### config.mk
export PLATFORM = sky130hd
export DESIGN_NAME = an_sec_search_decoder
export DESIGN_NICKNAME = d
export VERILOG_FILES = /design/src/rtl/an_sec_search_decoder.sv
export SDC_FILE = /design/constraint.sdc
export NUM_CORES = 1
export LEC_CHECK = 0
export CAP_MARGIN = 20
export CELL_PAD_IN_SITES_DETAIL_PLACEMENT = 1
export CELL_PAD_IN_SITES_GLOBAL_PLACEMENT = 2
export CORE_UTILIZATION = 38
export CTS_CLUSTER_DIAMETER = 30
export DETAILED_ROUTE_END_ITERATION = 16
export GPL_TIMING_DRIVEN = 0
export PLACE_DENSITY = 0.86
export SLEW_MARGIN = 25
export SYNTH_ARGS = -nofsm -noshare
export SYNTH_HDL_FRONTEND = slang
export SYNTH_SLANG_ARGS = --single-unit
### constraint.sdc
create_clock -name clk -period 35.7 [get_ports clk]
set_clock_uncertainty 0.15 [all_clocks]
set_input_delay 7.14 -clock clk [delete_from_list [all_inputs] [get_ports clk]]
set_output_delay 7.14 -clock clk [all_outputs]
set_load 0.005 [all_outputs]
### src/rtl/an_sec_search_decoder.sv
// -----------------------------------------------------------------------------
// an_sec_search_decoder
// Sequential single-error-correcting decoder for AN arithmetic codes. A codeword
// is reduced modulo A and the nonzero residue is matched against +/-2^i, one bit
// position per cycle. The first matching position determines the correction.
//
// Parameters
//   A   odd code constant (>= 3)
//   RW  residue width (>= clog2(A))
//   NW  codeword width; error search covers positions 0..NW-1
//
// Ports
//   clk, rst_n       clock (rising edge), asynchronous active-low reset
//   in_valid/ready   codeword handshake (in_ready high only when idle)
//   in_cw            received codeword, unsigned
//   out_valid/ready  result handshake
//   out_cw           corrected codeword
//   out_awe          signed arithmetic weight error removed (0 if none)
//   out_pos          bit position of the removed error (0 if none)
//   out_status       0 CLEAN, 1 CORRECTED, 2 UNCORRECTABLE
// -----------------------------------------------------------------------------
module an_sec_search_decoder #(
   parameter int unsigned A  = 83,
   parameter int unsigned RW = 7,
   parameter int unsigned NW = 41
) (
   input  logic                  clk,
   input  logic                  rst_n,
   input  logic                  in_valid,
   output logic                  in_ready,
   input  logic [NW-1:0]         in_cw,
   output logic                  out_valid,
   input  logic                  out_ready,
   output logic [NW-1:0]         out_cw,
   output logic [NW:0]           out_awe,
   output logic [$clog2(NW)-1:0] out_pos,
   output logic [1:0]            out_status
);

   localparam int unsigned PW = $clog2(NW);

   localparam logic [RW:0]   A_W    = (RW+1)'(A);
   localparam logic [RW+1:0] A_W2   = (RW+2)'(A);
   localparam logic [PW-1:0] I_LAST = PW'(NW-1);

   typedef enum logic [1:0] {
      S_IDLE,
      S_CALC,
      S_SEARCH,
      S_DONE
   } state_t;

   typedef enum logic [1:0] {
      ST_CLEAN  = 2'd0,
      ST_CORR   = 2'd1,
      ST_UNCORR = 2'd2
   } status_t;

   state_t          state_q, state_d;
   logic [NW-1:0]   cw_q, cw_d;
   logic [RW-1:0]   r_q, r_d;
   logic [PW-1:0]   i_q, i_d;
   logic [RW:0]     p_q, p_d;      // 2^i mod A, always < A
   logic [NW-1:0]   ocw_q, ocw_d;
   logic [NW:0]     oawe_q, oawe_d;
   logic [PW-1:0]   opos_q, opos_d;
   status_t         ost_q, ost_d;
   logic            ovalid_q, ovalid_d;

   logic [RW-1:0]   residue;
   logic            hit_pos, hit_neg;
   logic [NW:0]     pow;
   logic [NW+1:0]   corr;
   logic            in_range;
   logic [NW:0]     awe;
   logic [RW+1:0]   p_dbl;
   logic [RW:0]     p_next;

   // Constant-divisor modulo of the latched codeword
   assign residue = RW'(cw_q % NW'(A));

   // Candidate match for the current position (+2^i wins over -2^i)
   assign hit_pos = ({1'b0, r_q} == p_q);
   assign hit_neg = ({1'b0, r_q} == (A_W - p_q));

   // Correction evaluated NW+2 bits wide so under/overflow shows in the top bits
   assign pow      = (NW+1)'(1) << i_q;
   assign corr     = hit_pos ? ({2'b00, cw_q} - {1'b0, pow})
                             : ({2'b00, cw_q} + {1'b0, pow});
   assign in_range = (corr[NW+1:NW] == 2'b00);
   assign awe      = hit_pos ? pow : ((NW+1)'(0) - pow);

   // Next power of two modulo A, by conditional subtraction
   assign p_dbl  = {p_q, 1'b0};
   assign p_next = (p_dbl >= A_W2) ? (RW+1)'(p_dbl - A_W2) : p_dbl[RW:0];

   assign in_ready   = (state_q == S_IDLE);
   assign out_valid  = ovalid_q;
   assign out_cw     = ocw_q;
   assign out_awe    = oawe_q;
   assign out_pos    = opos_q;
   assign out_status = ost_q;

   always_comb begin
      state_d  = state_q;
      cw_d     = cw_q;
      r_d      = r_q;
      i_d      = i_q;
      p_d      = p_q;
      ocw_d    = ocw_q;
      oawe_d   = oawe_q;
      opos_d   = opos_q;
      ost_d    = ost_q;
      ovalid_d = 1'b0;

      unique case (state_q)
         S_IDLE: begin
            if (in_valid) begin
               cw_d    = in_cw;
               state_d = S_CALC;
            end
         end

         S_CALC: begin
            r_d = residue;
            if (residue == '0) begin
               ocw_d   = cw_q;
               oawe_d  = '0;
               opos_d  = '0;
               ost_d   = ST_CLEAN;
               state_d = S_DONE;
            end else begin
               i_d     = '0;
               p_d     = (RW+1)'(1);
               state_d = S_SEARCH;
            end
         end

         S_SEARCH: begin
            if (hit_pos || hit_neg) begin
               if (in_range) begin
                  ocw_d  = corr[NW-1:0];
                  oawe_d = awe;
                  opos_d = i_q;
                  ost_d  = ST_CORR;
               end else begin
                  ocw_d  = cw_q;
                  oawe_d = '0;
                  opos_d = '0;
                  ost_d  = ST_UNCORR;
               end
               state_d = S_DONE;
            end else if (i_q == I_LAST) begin
               ocw_d   = cw_q;
               oawe_d  = '0;
               opos_d  = '0;
               ost_d   = ST_UNCORR;
               state_d = S_DONE;
            end else begin
               i_d = i_q + PW'(1);
               p_d = p_next;
            end
         end

         S_DONE: begin
            // Result registers settle on entry to DONE; out_valid follows one
            // cycle later and stays up for at least one cycle even if the
            // consumer is already ready.
            if (ovalid_q && out_ready) begin
               state_d = S_IDLE;
            end else begin
               ovalid_d = 1'b1;
            end
         end

         default: state_d = S_IDLE;
      endcase
   end

   always_ff @(posedge clk or negedge rst_n) begin
      if (!rst_n) begin
         state_q  <= S_IDLE;
         cw_q     <= '0;
         r_q      <= '0;
         i_q      <= '0;
         p_q      <= '0;
         ocw_q    <= '0;
         oawe_q   <= '0;
         opos_q   <= '0;
         ost_q    <= ST_CLEAN;
         ovalid_q <= 1'b0;
      end else begin
         state_q  <= state_d;
         cw_q     <= cw_d;
         r_q      <= r_d;
         i_q      <= i_d;
         p_q      <= p_d;
         ocw_q    <= ocw_d;
         oawe_q   <= oawe_d;
         opos_q   <= opos_d;
         ost_q    <= ost_d;
         ovalid_q <= ovalid_d;
      end
   end

endmodule

# Yosys cells after proc, flatten, opt, wreduce, memory -nomap -nowiden
# Index checks and enable logic that the tools add are counted.
[word_totals]
register_bits = 156
inputBits = 45
output_inout_bits = 93
elab_cells = 81
[op_classes]
add_sub_neg = 6
div = 1
order_cmp = 1
n_eq_ne = 13
shifts = 1
muxes = 39
reduce_logical = 10
[ops]
columns = ["op", "count"]
rows = [
  ["42-bit two-way mux", 5],
  ["41-bit two-way mux", 4],
  ["42-bit one-hot mux with 2 select lines", 1],
  ["41-bit one-hot mux with 2 select lines", 1],
  ["41-bit by 42-bit adder with 43-bit output", 1],
  ["43-bit two-way mux", 1],
  ["41-bit by 42-bit subtractor with 43-bit output", 1],
  ["6-bit two-way mux", 7],
  ["1-bit by 6-bit left shift with 42-bit output, first input constant", 1],
  ["1-bit by 42-bit subtractor with 42-bit output, first input constant", 1],
  ["41-bit by 7-bit modulo with 41-bit output, second input constant", 1],
  ["8-bit two-way mux", 4],
  ["6-bit one-hot mux with 2 select lines", 2],
  ["7-bit by 8-bit equality test with 1-bit output", 2],
  ["2-bit two-way mux", 8],
  ["8-bit one-hot mux with 2 select lines", 1],
  ["2-bit != test, second input constant", 6],
  ["9-bit by 7-bit >= comparator with 1-bit output, second input constant", 1],
  ["2-bit one-hot mux with 4 select lines", 1],
  ["7-bit by 8-bit subtractor with 8-bit output, first input constant", 1],
  ["8-bit by 7-bit subtractor with 8-bit output, second input constant", 1],
  ["7-bit logical NOT", 1],
  ["6-bit by 1-bit adder with 6-bit output, second input constant", 1],
  ["6-bit equality test, second input constant", 1],
  ["other kinds (12)", 17],
]

# Longest topological paths before layout
# Gate-level depths: netlist of the first run.
[depth]
depth_word = 7
mapped_depth = 140
ltp_nobuf = 110

# Least setup slack after synthesis of the first run
# OpenSTA, ideal clock, no wires.
[synth_path]
kind = "flip-flop to flip-flop"
start = "reg cw_q[34]"
end = "reg ocw_q[25], in the netlist out_cw[25]"
setup_ps = 125
t_arrival_ps = 27679
setup_slack_ps = 7746
path_stages_with_launch = 121
period_less_slack_ps = 27954
path_cell_list = "dfrtp_1 -> buf_4 -> or2_1 -> a221oi_1 -> a31oi_1 -> or4_1 -> and3_1 -> buf_2 -> a211oi_1 -> a21oi_2 -> a32oi_4 -> o21ai_1 -> xor2_1 -> a31oi_1 -> a2111oi_4 -> nor2_2 -> a21o_2 -> and3_1 -> [... 85 more ...] -> a21oi_2 -> or3_1 -> nand4_2 -> a221o_1 -> a21boi_4 -> xnor2_1 -> ha_1 -> inv_1 -> o211ai_1 -> a221oi_1 -> o21a_1 -> a211o_1 -> o2111a_1 -> buf_4 -> o21bai_4 -> buf_6 -> buf_6 -> mux2_4"
[synth_via]
elab_chain_cells = 6
elab_cells_between_ends = 11
cone_classes = "add/sub (2); div (1); eq/ne (1); mux (4); reduce/logical (3)"
[synth_lines]
columns = ["element", "line", "source"]
rows = [
  ["from (decl)", "60", "logic [NW-1:0] cw_q, cw_d;"],
  ["from (signal assigned)", "194", "cw_q <= cw_d;"],
  ["branches (longest 6 deep; another with 41-bit by 7-bit modulo with 41-bit output)", "-", ""],
  ["to (signal assigned)", "198", "ocw_q <= ocw_d;"],
  ["to (decl)", "64", "logic [NW-1:0] ocw_q, ocw_d;"],
]
# Several ways; the timed one is not identified.
# A chain may end at the register's enable or synchronous reset.

# Worst setup path after layout of the first run
[layout_path]
start = "reg cw_q[40]"
end = "reg ocw_q[32], in the netlist out_cw[32]"
# The elaborated chain is that of the path after synthesis.

==> results of run 1 <==
## cell families (layout without fill, tap and decap cells)
family | count (synthesis) | after routing | share of synthesized area
compound gates | 1154 | 1154 | 0.352
mux | 223 | 223 | 0.108
buf+inv | 291 | 463 | 0.0701
simple gates | 970 | 970 | 0.198
xor+xnor | 192 | 192 | 0.0733
flops | 156 | 156 | 0.162
fa+ha+maj | 74 | 74 | 0.0371
## metrics by stage
step                hold slack, ps  setup TNS (ps)   util  std cells  worst slack [ps]
finish                         342               0  0.434       4078              2150
global route                   366            -355  0.434       4078             -39.2
CTS                            346               0  0.432       4077              1560
detailed placement             325               0  0.423       4045              1730
global placement               322               0  0.422       4043              2650
floorplan                      329               0      -       3060              7750
## synth_stat cells, types with 38 or more instances
cell         n  area (sq um)
mux2i_1     85           851
inv_1       88           330
xor2_1      44           385
o21ai_1     65           325
mux2_4      38           571
dfrtp_1    156          3900
a31oi_1     45           282
o21ai_0    166           831
a21o_1      50           375
clkbuf_1    41           154
a21oi_1    246          1230
nand3_1     81           405
xnor2_1    136          1190
buf_4       42           315
buf_2       53           265
o211ai_1    42           315
mux2_2      84           946
or3_1       43           269
nand2_1    271          1020
nor3_1      77           385
nor2_1     248           931
o21a_1      40           300
ha_1        58           726
o2bb2ai_1   38           333
## worst reg2reg max path, delay by kind of cell, from the launching register on
kind | cells | cell delay [ps]
muxes | 7 | 2830
DFF | 1 | 420
adders and majority gates | 1 | 260
buffers and inverters | 16 | 3040
xor gates and xnor gates | 6 | 2070
and+or+nand+nor | 19 | 4310
AOI/OAI and AO/OA | 73 | 20360
## timing repair
item | CTS | global route
endpoints found under the setup margin | 0 | 106
buffers inserted | 0 | 1
resized for setup | 0 | 13
## sequential cells by signal (all words and copies together) (netlist names)
register	cells
cw_q	41
i_q	6
out_awe	42
out_cw	41
out_pos	6
out_status	2
out_valid	1
p_q	8
r_q	7
state_q	2
## metal layers
layer	vias up	track usage	part of all wire
met3	104	0.0312	0.040
li1	11900	-	-
met5	-	0	0
met4	0	0.0802	0.027
met2	472	0.449	0.48
met1	12400	0.341	0.45
## cell type report
cell class / count / area, sq um / area share
repair buffers: 140 / 1420 / 0.0521
multi-input cells: 2613 / 18600 / 0.683
inverters: 98 / 368 / 0.0135
clock inverters: 10 / 108 / 0.00394
plain buffers: 193 / 1330 / 0.0485
flip-flops and latches: 156 / 3900 / 0.143
well taps: 846 / 1060 / 0.0388
clock buffers: 22 / 474 / 0.0174
## worst max-delay path by stage
stage                               startpoint                 endpoint  slack (ps)  depth (start not counted)
after detailed placement  cw_q[34]$_DFFE_PN0P_  out_awe[39]$_DFFE_PN0P_        1730                        117
after global placement    cw_q[34]$_DFFE_PN0P_  out_awe[39]$_DFFE_PN0P_        2650                        119
after CTS                 cw_q[34]$_DFFE_PN0P_  out_awe[39]$_DFFE_PN0P_        1560                        117
after floorplan           cw_q[34]$_DFFE_PN0P_   out_cw[25]$_DFFE_PN0P_        7750                        120
final                     cw_q[40]$_DFFE_PN0P_   out_cw[32]$_DFFE_PN0P_        2150                        122
after global routing      cw_q[40]$_DFFE_PN0P_  out_awe[39]$_DFFE_PN0P_         -40                        122
==> qor.csv, run 1 <==
metric,value,unit
grt_max_degree,84,
synth-edff-count,0,
synth_area_per_cell,7.90,sq um
nNetsFinal,3323,
status,"complete, no violations",
arrival,33730,ps
ant_nets,0,
maxCapViolCount,0,
maxSlewHeadroom,0.395,
seq_area_frac_synth,0.162,
critPathCaptureType,register,
worstReg2RegEnd,out_cw[32]$_DFFE_PN0P_,
routed_wl,86400,microns
clkSlewWorstSetupHoldPaths,70,ps
vias_per_cell,6.10,
crit_buf_inv,16,
holdPathStages,1,
cts.sinks,156,
crit_family,compound AO/OA/AOI/OAI gates,
core,0.0630,sq mm
final_cell_mix,"271 x nand2_1, 246 x nor2_1, 245 x a21oi_1",
finalSetupViolations,0,
cp_slowest_stage_delay,700,ps
syn-cell-area,0.0242,sq mm
timing_hold_violations_final,0,
chipHeight,254,microns
async_reset_ff_frac,1.00,
insertion_delay,440,ps
max_freq,29.8,MHz
crit_required,35880,ps
grt_pass1_wl,139000,microns
n_fill_cell,7685,
worst_pin_slew,904,ps
reg2reg_slack,2150,ps
r2r-start,cw_q[40]$_DFFE_PN0P_,
first_pass_iters,5,
place_area,0.0266,sq mm
crit_fanout,10,
drc,0,
start_util,0.384,
overflow,0,
worstRegToRegCells,122,
start_kind,register,
area_delta_synth_final,13.0,%
numCtsBuffers,17,
fin_crit,33550,ps
io_buffers,137,
synthDistinctLibCells,155,
layout_commonest_cell,nand2_1,
track_usage,0.262,
synth_flop_cell,dfrtp_1,
setup.worst_path.class,register to register,
synth_nets,3164,
drtIter0Drc,1274,
drive_gt1_frac,0.153,
grt_pass1_vias,25600,
slew_violations,0,
htree_levels,4,
ioPinCount,138,
gp_congestion,0.929,
core.rowCount,92,
cts_hold_buf,0,
cts_tree,done,
clock_path_buffers,2,
die_w,254,microns
antenna_found_initial,0,
critPathSlowestCell,o311ai_1,
crit_top_cell,buf_4,
cts_root_buf,clkbuf_16,
whs_endpoint,out_awe[30]$_DFFE_PN0P_,
final_area,0.0273,sq mm
yosys_warnings,0,
diodes,0,
synth-seq-cells,156,
syn_inst,3060,
wire_per_inst,21.2,microns
holdCritStartpoint,out_awe[30]$_DFFE_PN0P_,
dpl.hpwl,68000,microns
vias,24900,
period_share,0.940,
die_area,0.0646,sq mm
hold_class,register to register,
Power of run 1 is left out: the tool's default activity adds up to more than one toggle a clock period on the data nets, which glitch-free logic cannot reach.
==> inputs of run 2 (changes only) <==
--- a/config.mk
+++ b/config.mk
@@ -9,7 +9,7 @@
 export CELL_PAD_IN_SITES_DETAIL_PLACEMENT = 1
 export CELL_PAD_IN_SITES_GLOBAL_PLACEMENT = 2
 export CORE_UTILIZATION = 38
-export CTS_CLUSTER_DIAMETER = 30
+export CTS_CLUSTER_DIAMETER = 200
 export DETAILED_ROUTE_END_ITERATION = 16
 export GPL_TIMING_DRIVEN = 0
 export PLACE_DENSITY = 0.86
==> results of run 2 <==
Same layout as run 1: the final DEF is identical, and so are final timing and power.
Power of run 2 is left out for the same reason.
==> inputs of run 3 (changes only) <==
--- a/config.mk
+++ b/config.mk
@@ -9,7 +9,7 @@
 export CELL_PAD_IN_SITES_DETAIL_PLACEMENT = 1
 export CELL_PAD_IN_SITES_GLOBAL_PLACEMENT = 2
 export CORE_UTILIZATION = 38
-export CTS_CLUSTER_DIAMETER = 200
+export CTS_CLUSTER_DIAMETER = 120
 export DETAILED_ROUTE_END_ITERATION = 16
 export GPL_TIMING_DRIVEN = 0
 export PLACE_DENSITY = 0.86
==> results of run 3 <==
Same layout as run 1: the final DEF is identical, and so are final timing and power.
Power of run 3 is left out for the same reason.
